<file path="config.mk">
export PLATFORM = sky130hd
export DESIGN_NAME = req_chan_rcvr_flat
export DESIGN_NICKNAME = d
export VERILOG_FILES = /design/src/rtl/tiny_axi_pkg.sv /design/src/rtl/req_chan_rcvr_if.sv /design/src/rtl/req_chan_rcvr_fifo.sv /design/src/rtl/req_chan_rcvr.sv /design/src/flat_wrapper.sv
export SDC_FILE = /design/constraint.sdc
export NUM_CORES = 1
export LEC_CHECK = 0
export ABC_CLOCK_PERIOD_IN_PS = 2970
export BUFFER_PORTS_ARGS = -buffer_cell sky130_fd_sc_hd__buf_4
export CORE_UTILIZATION = 50
export CTS_BUF_LIST = sky130_fd_sc_hd__clkbuf_8 sky130_fd_sc_hd__clkbuf_16
export CTS_CLUSTER_SIZE = 24
export DETAILED_ROUTE_END_ITERATION = 12
export MAX_ROUTING_LAYER = met4
export PLACE_DENSITY = 0.66
export SYNTH_ARGS = -nofsm -noshare
export SYNTH_HDL_FRONTEND = slang
export SYNTH_HIERARCHICAL = 1
export SYNTH_SLANG_ARGS = --single-unit
export TNS_END_PERCENT = 50
</file>
<file path="constraint.sdc">
create_clock -name clk -period 2.97 [get_ports clk]
set_clock_uncertainty 0.15 [all_clocks]
set_input_delay 0.1485 -clock clk [delete_from_list [all_inputs] [get_ports clk]]
set_output_delay 0.1485 -clock clk [all_outputs]
set_load 0.02 [all_outputs]
</file>
<file path="src/rtl/tiny_axi_pkg.sv">
// Shared request-channel definitions: field widths, the supported atomic opcode
// and the buffered beat format used by the target-side receiver.
package tiny_axi_pkg;

  localparam int A_ID_W   = 4;
  localparam int A_ADDR_W = 32;
  localparam int A_ATOP_W = 6;

  localparam logic [A_ATOP_W-1:0] ATOP_NONE = 6'b000000;

  typedef struct packed {
    logic [A_ID_W-1:0]   id;
    logic [A_ADDR_W-1:0] addr;
    logic                err;
  } req_beat_t;

endpackage

</file>
<file path="src/rtl/req_chan_rcvr_if.sv">
// Request-channel bundle between the bus owner (master) and a target receiver (slave).
interface req_chan_rcvr_if;
  import tiny_axi_pkg::*;

  logic                a_valid;
  logic                a_ready;
  logic [A_ID_W-1:0]   a_id;
  logic [A_ADDR_W-1:0] a_addr;
  logic [A_ATOP_W-1:0] a_atop;

  modport master (output a_valid, a_id, a_addr, a_atop, input a_ready);
  modport slave  (input a_valid, a_id, a_addr, a_atop, output a_ready);

endinterface

</file>
<file path="src/rtl/req_chan_rcvr_fifo.sv">
// Register-array FIFO of request beats with wrapping pointers, an occupancy count
// and a synchronous flush; exposes the next count so the owner can register ready.
module req_fifo
  import tiny_axi_pkg::*;
#(
  parameter int DEPTH = 4,
  parameter int CW    = $clog2(DEPTH) + 1
) (
  input  logic          clk,
  input  logic          rst_n,
  input  logic          push_i,
  input  logic          pop_i,
  input  logic          flush_i,
  input  req_beat_t     wdata_i,
  output req_beat_t     rdata_o,
  output logic [CW-1:0] count_o,
  output logic [CW-1:0] count_next_o
);

  localparam int PW = $clog2(DEPTH);

  req_beat_t     mem_q [DEPTH];
  logic [PW-1:0] wptr_q, rptr_q;
  logic [CW-1:0] count_q, count_d;
  logic          push_ok, pop_ok;

  // Guard against overflow/underflow even if the owner misbehaves.
  assign push_ok = push_i & (count_q != CW'(DEPTH));
  assign pop_ok  = pop_i  & (count_q != '0);

  always_comb begin
    count_d = count_q;
    if (flush_i) begin
      count_d = '0;
    end else if (push_ok && !pop_ok) begin
      count_d = count_q + CW'(1);
    end else if (!push_ok && pop_ok) begin
      count_d = count_q - CW'(1);
    end
  end

  always_ff @(posedge clk or negedge rst_n) begin
    if (!rst_n) begin
      wptr_q  <= '0;
      rptr_q  <= '0;
      count_q <= '0;
      for (int i = 0; i < DEPTH; i++) begin
        mem_q[i] <= '0;
      end
    end else if (flush_i) begin
      wptr_q  <= '0;
      rptr_q  <= '0;
      count_q <= '0;
    end else begin
      if (push_ok) begin
        mem_q[wptr_q] <= wdata_i;
        wptr_q        <= wptr_q + PW'(1);
      end
      if (pop_ok) begin
        rptr_q <= rptr_q + PW'(1);
      end
      count_q <= count_d;
    end
  end

  assign rdata_o      = mem_q[rptr_q];
  assign count_o      = count_q;
  assign count_next_o = count_d;

endmodule

</file>
<file path="src/rtl/req_chan_rcvr.sv">
// Target-side request channel receiver: buffers accepted beats in order, tags
// unsupported atomics as errors and presents the head beat to the local slave core.
module req_chan_rcvr
  import tiny_axi_pkg::*;
#(
  parameter int DEPTH = 4,
  parameter int CW    = $clog2(DEPTH) + 1
) (
  input  logic                clk,
  input  logic                rst_n,
  req_chan_rcvr_if.slave      a_ch,
  input  logic                flush,
  output logic                out_valid,
  input  logic                out_ready,
  output logic [A_ID_W-1:0]   out_id,
  output logic [A_ADDR_W-1:0] out_addr,
  output logic                out_err,
  output logic [CW-1:0]       count
);

  logic          a_ready_q, a_ready_d;
  logic          push, pop;
  logic [CW-1:0] count_next;
  req_beat_t     wbeat, head;

  assign push = a_ch.a_valid & a_ready_q;
  assign pop  = out_valid & out_ready;

  // Atomics are accepted and marked rather than dropped; the core answers with an error.
  assign wbeat.id   = a_ch.a_id;
  assign wbeat.addr = a_ch.a_addr;
  assign wbeat.err  = (a_ch.a_atop != ATOP_NONE);

  req_fifo #(
    .DEPTH (DEPTH),
    .CW    (CW)
  ) u_fifo (
    .clk          (clk),
    .rst_n        (rst_n),
    .push_i       (push),
    .pop_i        (pop),
    .flush_i      (flush),
    .wdata_i      (wbeat),
    .rdata_o      (head),
    .count_o      (count),
    .count_next_o (count_next)
  );

  // Ready comes only from registered state so out_ready never reaches a_ready combinationally.
  assign a_ready_d = (count_next < CW'(DEPTH)) & ~flush;

  always_ff @(posedge clk or negedge rst_n) begin
    if (!rst_n) begin
      a_ready_q <= 1'b0;
    end else begin
      a_ready_q <= a_ready_d;
    end
  end

  assign a_ch.a_ready = a_ready_q;
  assign out_valid    = (count != '0);
  assign out_id       = head.id;
  assign out_addr     = head.addr;
  assign out_err      = head.err;

endmodule
</file>
<file path="src/flat_wrapper.sv">
// flat-port wrapper written by rule: the top's interface ports become plain ports
module req_chan_rcvr_flat import tiny_axi_pkg::*;
#(
  parameter int DEPTH = 4,
  parameter int CW    = $clog2(DEPTH) + 1
)
  (clk, rst_n, flush, out_valid, out_ready, out_id, out_addr, out_err, count, a_ch_a_valid, a_ch_a_id, a_ch_a_addr, a_ch_a_atop, a_ch_a_ready);
  req_chan_rcvr_if a_ch_i ();
  input  logic clk;
  input  logic rst_n;
  input  logic flush;
  output logic out_valid;
  input  logic out_ready;
  output logic [A_ID_W-1:0] out_id;
  output logic [A_ADDR_W-1:0] out_addr;
  output logic out_err;
  output logic [CW-1:0] count;
  input wire logic [$bits(a_ch_i.a_valid)-1:0] a_ch_a_valid;
  input wire logic [$bits(a_ch_i.a_id)-1:0] a_ch_a_id;
  input wire logic [$bits(a_ch_i.a_addr)-1:0] a_ch_a_addr;
  input wire logic [$bits(a_ch_i.a_atop)-1:0] a_ch_a_atop;
  output wire logic [$bits(a_ch_i.a_ready)-1:0] a_ch_a_ready;
  assign a_ch_i.a_valid = a_ch_a_valid;
  assign a_ch_i.a_id = a_ch_a_id;
  assign a_ch_i.a_addr = a_ch_a_addr;
  assign a_ch_i.a_atop = a_ch_a_atop;
  assign a_ch_a_ready = a_ch_i.a_ready;
  req_chan_rcvr #(.DEPTH(DEPTH), .CW(CW)) u_core (.clk(clk), .rst_n(rst_n), .a_ch(a_ch_i), .flush(flush), .out_valid(out_valid), .out_ready(out_ready), .out_id(out_id), .out_addr(out_addr), .out_err(out_err), .count(count));
endmodule
</file>
==> results.json <==
{
  "drive_above_1_share": 0.584,
  "total_clock_buffers_created_by_cts": 17,
  "finalWirelength_um": 13500,
  "syn2layout_area_growth_pct": 27.7,
  "rsz0062_at_grt": "false",
  "critical_path.max_stage_delay_ns": 0.73,
  "die_area_sq_um": 14400,
  "power.density_cell_area_nw_per_um2": 914,
  "ys_ff_latch": 156,
  "clk-insertion-delay-late_ns": 0.42,
  "globalRouteOverflowTotal": 0,
  "power.internal_w": 0.00584,
  "grt_util_all_layers": 0.214,
  "firstDrtPassIters": 4,
  "critical_path.slowest_cell": "sky130_fd_sc_hd__dfrtp_2",
  "async_reset_ff_frac": 1.00,
  "first_iter_violations": 135,
  "fp.dieH_um": 120,
  "mappedNetlistArea_sq_um": 6960,
  "avgRoutedWirePerCell_um": 18.2,
  "synthesis.instances": 414,
  "fillers": 959,
  "synth.top_cells.by_count": "sky130_fd_sc_hd__dfrtp_1, sky130_fd_sc_hd__mux2_2, sky130_fd_sc_hd__mux4_2",
  "final-seq-area_sq_um": 3910,
  "clock.fmax_mhz": 406,
  "power.leakage_nw": 4.15,
  "period_share": 0.830,
  "multi_input_comb_area_sq_um": 2850,
  "finalMaxSlewViolations": 0,
  "critical_path.most_common_cell": "sky130_fd_sc_hd__buf_4",
  "clock_path_buffers": 2,
  "post_synth.cell_area_avg_sq_um": 16.8,
  "number_of_global_route_vias_before_repair": 4299,
  "swShare": 0.281,
  "number_of_diodes_added_for_antenna_fixing": 0,
  "routabilityCongestion": 0.787,
  "fp.dieW_um": 120,
  "routed-via-count": 3962,
  "endpoint_kind": "output port",
  "tightest_slew_ns": 0.907,
  "nNetsFinal": 605,
  "drv_cap": 0,
  "maximum_number_of_pins_on_one_net_before_global_route_repair": 101,
  "synth.yosys.seq_area_share": 0.561,
  "io_buffers": 88,
  "synth_largest_type_area_fraction": 0.561,
  "maximum_fanout_encountered_on_the_critical_timing_path": 16,
  "yosysMostFrequentCell": "sky130_fd_sc_hd__dfrtp_1",
  "met1_usage": 0.284,
  "ys_warn_count": 6,
  "netlist.top_cell.by_area": "sky130_fd_sc_hd__dfrtp_1",
  "vdd_drop_max_v": 0.000562,
  "setup-violations-final": 0,
  "final_std_cell_area_no_fill_sq_um": 8880,
  "p_clk_frac": 0.297,
  "slew-limit-headroom": 0.395,
  "tritoncts_num_sinks": 156,
  "hold_violations": 0,
  "power.combinational.fraction": 0.322,
  "io_pins": 89,
  "coreArea_sq_um": 13400,
  "setup_total_negative_slack_ns": 0,
  "cp.required_ns": 2.67,
  "post_dp_cell_area_sq_um": 7840,
  "worst_setup_sp_type": "flip-flop",
  "use_met3": 0.0418,
  "ys_types": 31,
  "ys_top_cells_by_area": "sky130_fd_sc_hd__dfrtp_1, sky130_fd_sc_hd__mux2_2, sky130_fd_sc_hd__mux4_2, sky130_fd_sc_hd__buf_6, sky130_fd_sc_hd__ha_1",
  "grt_pass1_wl_um": 22400,
  "grt-busiest-layer": "met2",
  "final_period_minus_worst_setup_slack_ns": 2.46,
  "yosys_most_used_dff": "sky130_fd_sc_hd__dfrtp_1",
  "placementRows": 42,
  "min_path_type": "in2reg",
  "pwr-share-seq": 0.380,
  "path_buf_inv": 2,
  "cp_cell_sequence": "buf_4 > mux4_2 > buf_4",
  "floorplan.initialDensity": 0.519,
  "drc": 0,
  "switchingPower_w": 0.00229,
  "drt-vias-per-instance": 5.37,
  "cts_tree": "yes",
  "critPathTopFamily": "flip-flops",
  "antenna_left": 0,
  "final_util": 0.663,
  "antenna_found_initial": 0,
  "syn_nets": 468,
  "groute.layer.met2.usage": 0.328,
  "worstPathArrival_ns": 2.17,
  "cts.htree.levels": 4,
  "kind_of_critical_path": "reg2out",
  "synth-edff-count": 0,
  "buffer_cell_driving_the_clock_tree_root": "sky130_fd_sc_hd__clkbuf_16",
  "run_status": "complete, no violations",
  "total_half_perimeter_wirelength_after_legalization_and_detailed_placement_um": 8320,
  "clkTransAtPathRegs_ns": 0.06
}
==> state kept, by name, indices dropped and copies added (netlist names) <==
| register | cells |
|---|---|
| u_core/u_fifo/wptr_q | 2 |
| u_core/u_fifo/mem_q | 148 |
| u_core/a_ch.a_ready | 1 |
| u_core/u_fifo/count_o | 3 |
| u_core/u_fifo/rptr_q | 2 |
==> power by group through the flow <==
stage	combinational (W)	clock, W	sequential (W)
after global placement	0.00255	0	0.00310
after floorplan	0.00177	0	0.00300
after CTS	0.00265	0.00246	0.00309
after global routing	0.00280	0.00254	0.00319
after detailed placement	0.00260	0	0.00313
final	0.00262	0.00241	0.00309
==> stage by stage <==
step / total power, W / hold WS (ns) / cells / setup slack (ns)
2_1_floorplan: 0.00478 / -0.297 / 414 / 0.770
3_3_place_gp: 0.00564 / 0.161 / 670 / 0.720
3_5_place_dp: 0.00572 / 0.160 / 670 / 0.628
4_1_cts: 0.00821 / 0.00126 / 738 / 0.451
5_1_grt: 0.00853 / 0.0508 / 738 / 0.382
6_report: 0.00812 / 0.00564 / 738 / 0.506
==> cell type report <==
type	instances	area share
clock inverters	12	0.0248
repair buffers	140	0.138
flip-flops and latches	156	0.440
multi-input cells	230	0.321
inverters	6	0.00254
well taps	176	0.0248
clock buffers	18	0.0494
==> what timing repair did <==
action                                  in CTS  in global routing
gates resized for setup                      0                  0
endpoints found under the setup margin       0                  0
hold buffers                                38                  0
buffers inserted                             0                  0
hold endpoints to repair                   249                  0
==> cell families (layout without fill, tap and decap cells) <==
group / count (synthesis) / after routing / share of synthesized area
flops: 156 / 156 / 0.561
simple gates: 25 / 25 / 0.0198
compound gates: 7 / 7 / 0.00773
buf+inv: 28 / 176 / 0.0295
mux: 186 / 186 / 0.361
fa+ha+maj: 8 / 8 / 0.0140
xor+xnor: 4 / 4 / 0.00701
==> worst min-delay path, stage by stage <==
cell and delay (ns):
sky130_fd_sc_hd__buf_4 0.08, sky130_fd_sc_hd__nor2_1 0.03, sky130_fd_sc_hd__nand2_1 0.12, sky130_fd_sc_hd__mux2_2 0.16
==> metal layers <==
layer | share of wire | up-vias
met5 | 0 | -
met4 | 0.014 | 0
met3 | 0.031 | 15
met2 | 0.50 | 67
met1 | 0.46 | 2073
li1 | - | 1807
==> cells in the final DEF (no fill, tap or decap), types with 2 or more instances in the layout <==
| cell | instances |
|---|---|
| sky130_fd_sc_hd__and2_1 | 2 |
| sky130_fd_sc_hd__buf_12 | 6 |
| sky130_fd_sc_hd__buf_4 | 95 |
| sky130_fd_sc_hd__bufinv_16 | 6 |
| sky130_fd_sc_hd__clkbuf_16 | 17 |
| sky130_fd_sc_hd__clkinv_2 | 3 |
| sky130_fd_sc_hd__clkinv_4 | 2 |
| sky130_fd_sc_hd__dfrtp_1 | 154 |
| sky130_fd_sc_hd__dfrtp_2 | 2 |
| sky130_fd_sc_hd__dlygate4sd3_1 | 38 |
| sky130_fd_sc_hd__ha_1 | 7 |
| sky130_fd_sc_hd__inv_1 | 6 |
| sky130_fd_sc_hd__mux2_2 | 149 |
| sky130_fd_sc_hd__mux4_2 | 37 |
| sky130_fd_sc_hd__nand2_1 | 4 |
| sky130_fd_sc_hd__nand2_2 | 4 |
| sky130_fd_sc_hd__nor2_1 | 8 |
| sky130_fd_sc_hd__xnor2_1 | 2 |
==> worst paths after layout <==
path                                               start                        to  slack (ns)  cells after the start
worst min-delay path                      a_ch_a_atop[0]   u_core/u_fifo/mem_q[37]       0.006                      4
worst max-delay path             u_core/u_fifo/rptr_q[0]              out_addr[28]        0.51                      3
worst max register to register  u_core/u_fifo/count_o[1]  u_core/u_fifo/mem_q[134]        0.65                      7
max in group asynchronous                          rst_n  u_core/u_fifo/mem_q[121]        1.55                      3
worst min register to register  u_core/u_fifo/mem_q[136]  u_core/u_fifo/mem_q[136]        0.35                      1
min in group asynchronous                          rst_n  u_core/u_fifo/mem_q[129]        0.24                      2
(Power assumes the default switching activity.)
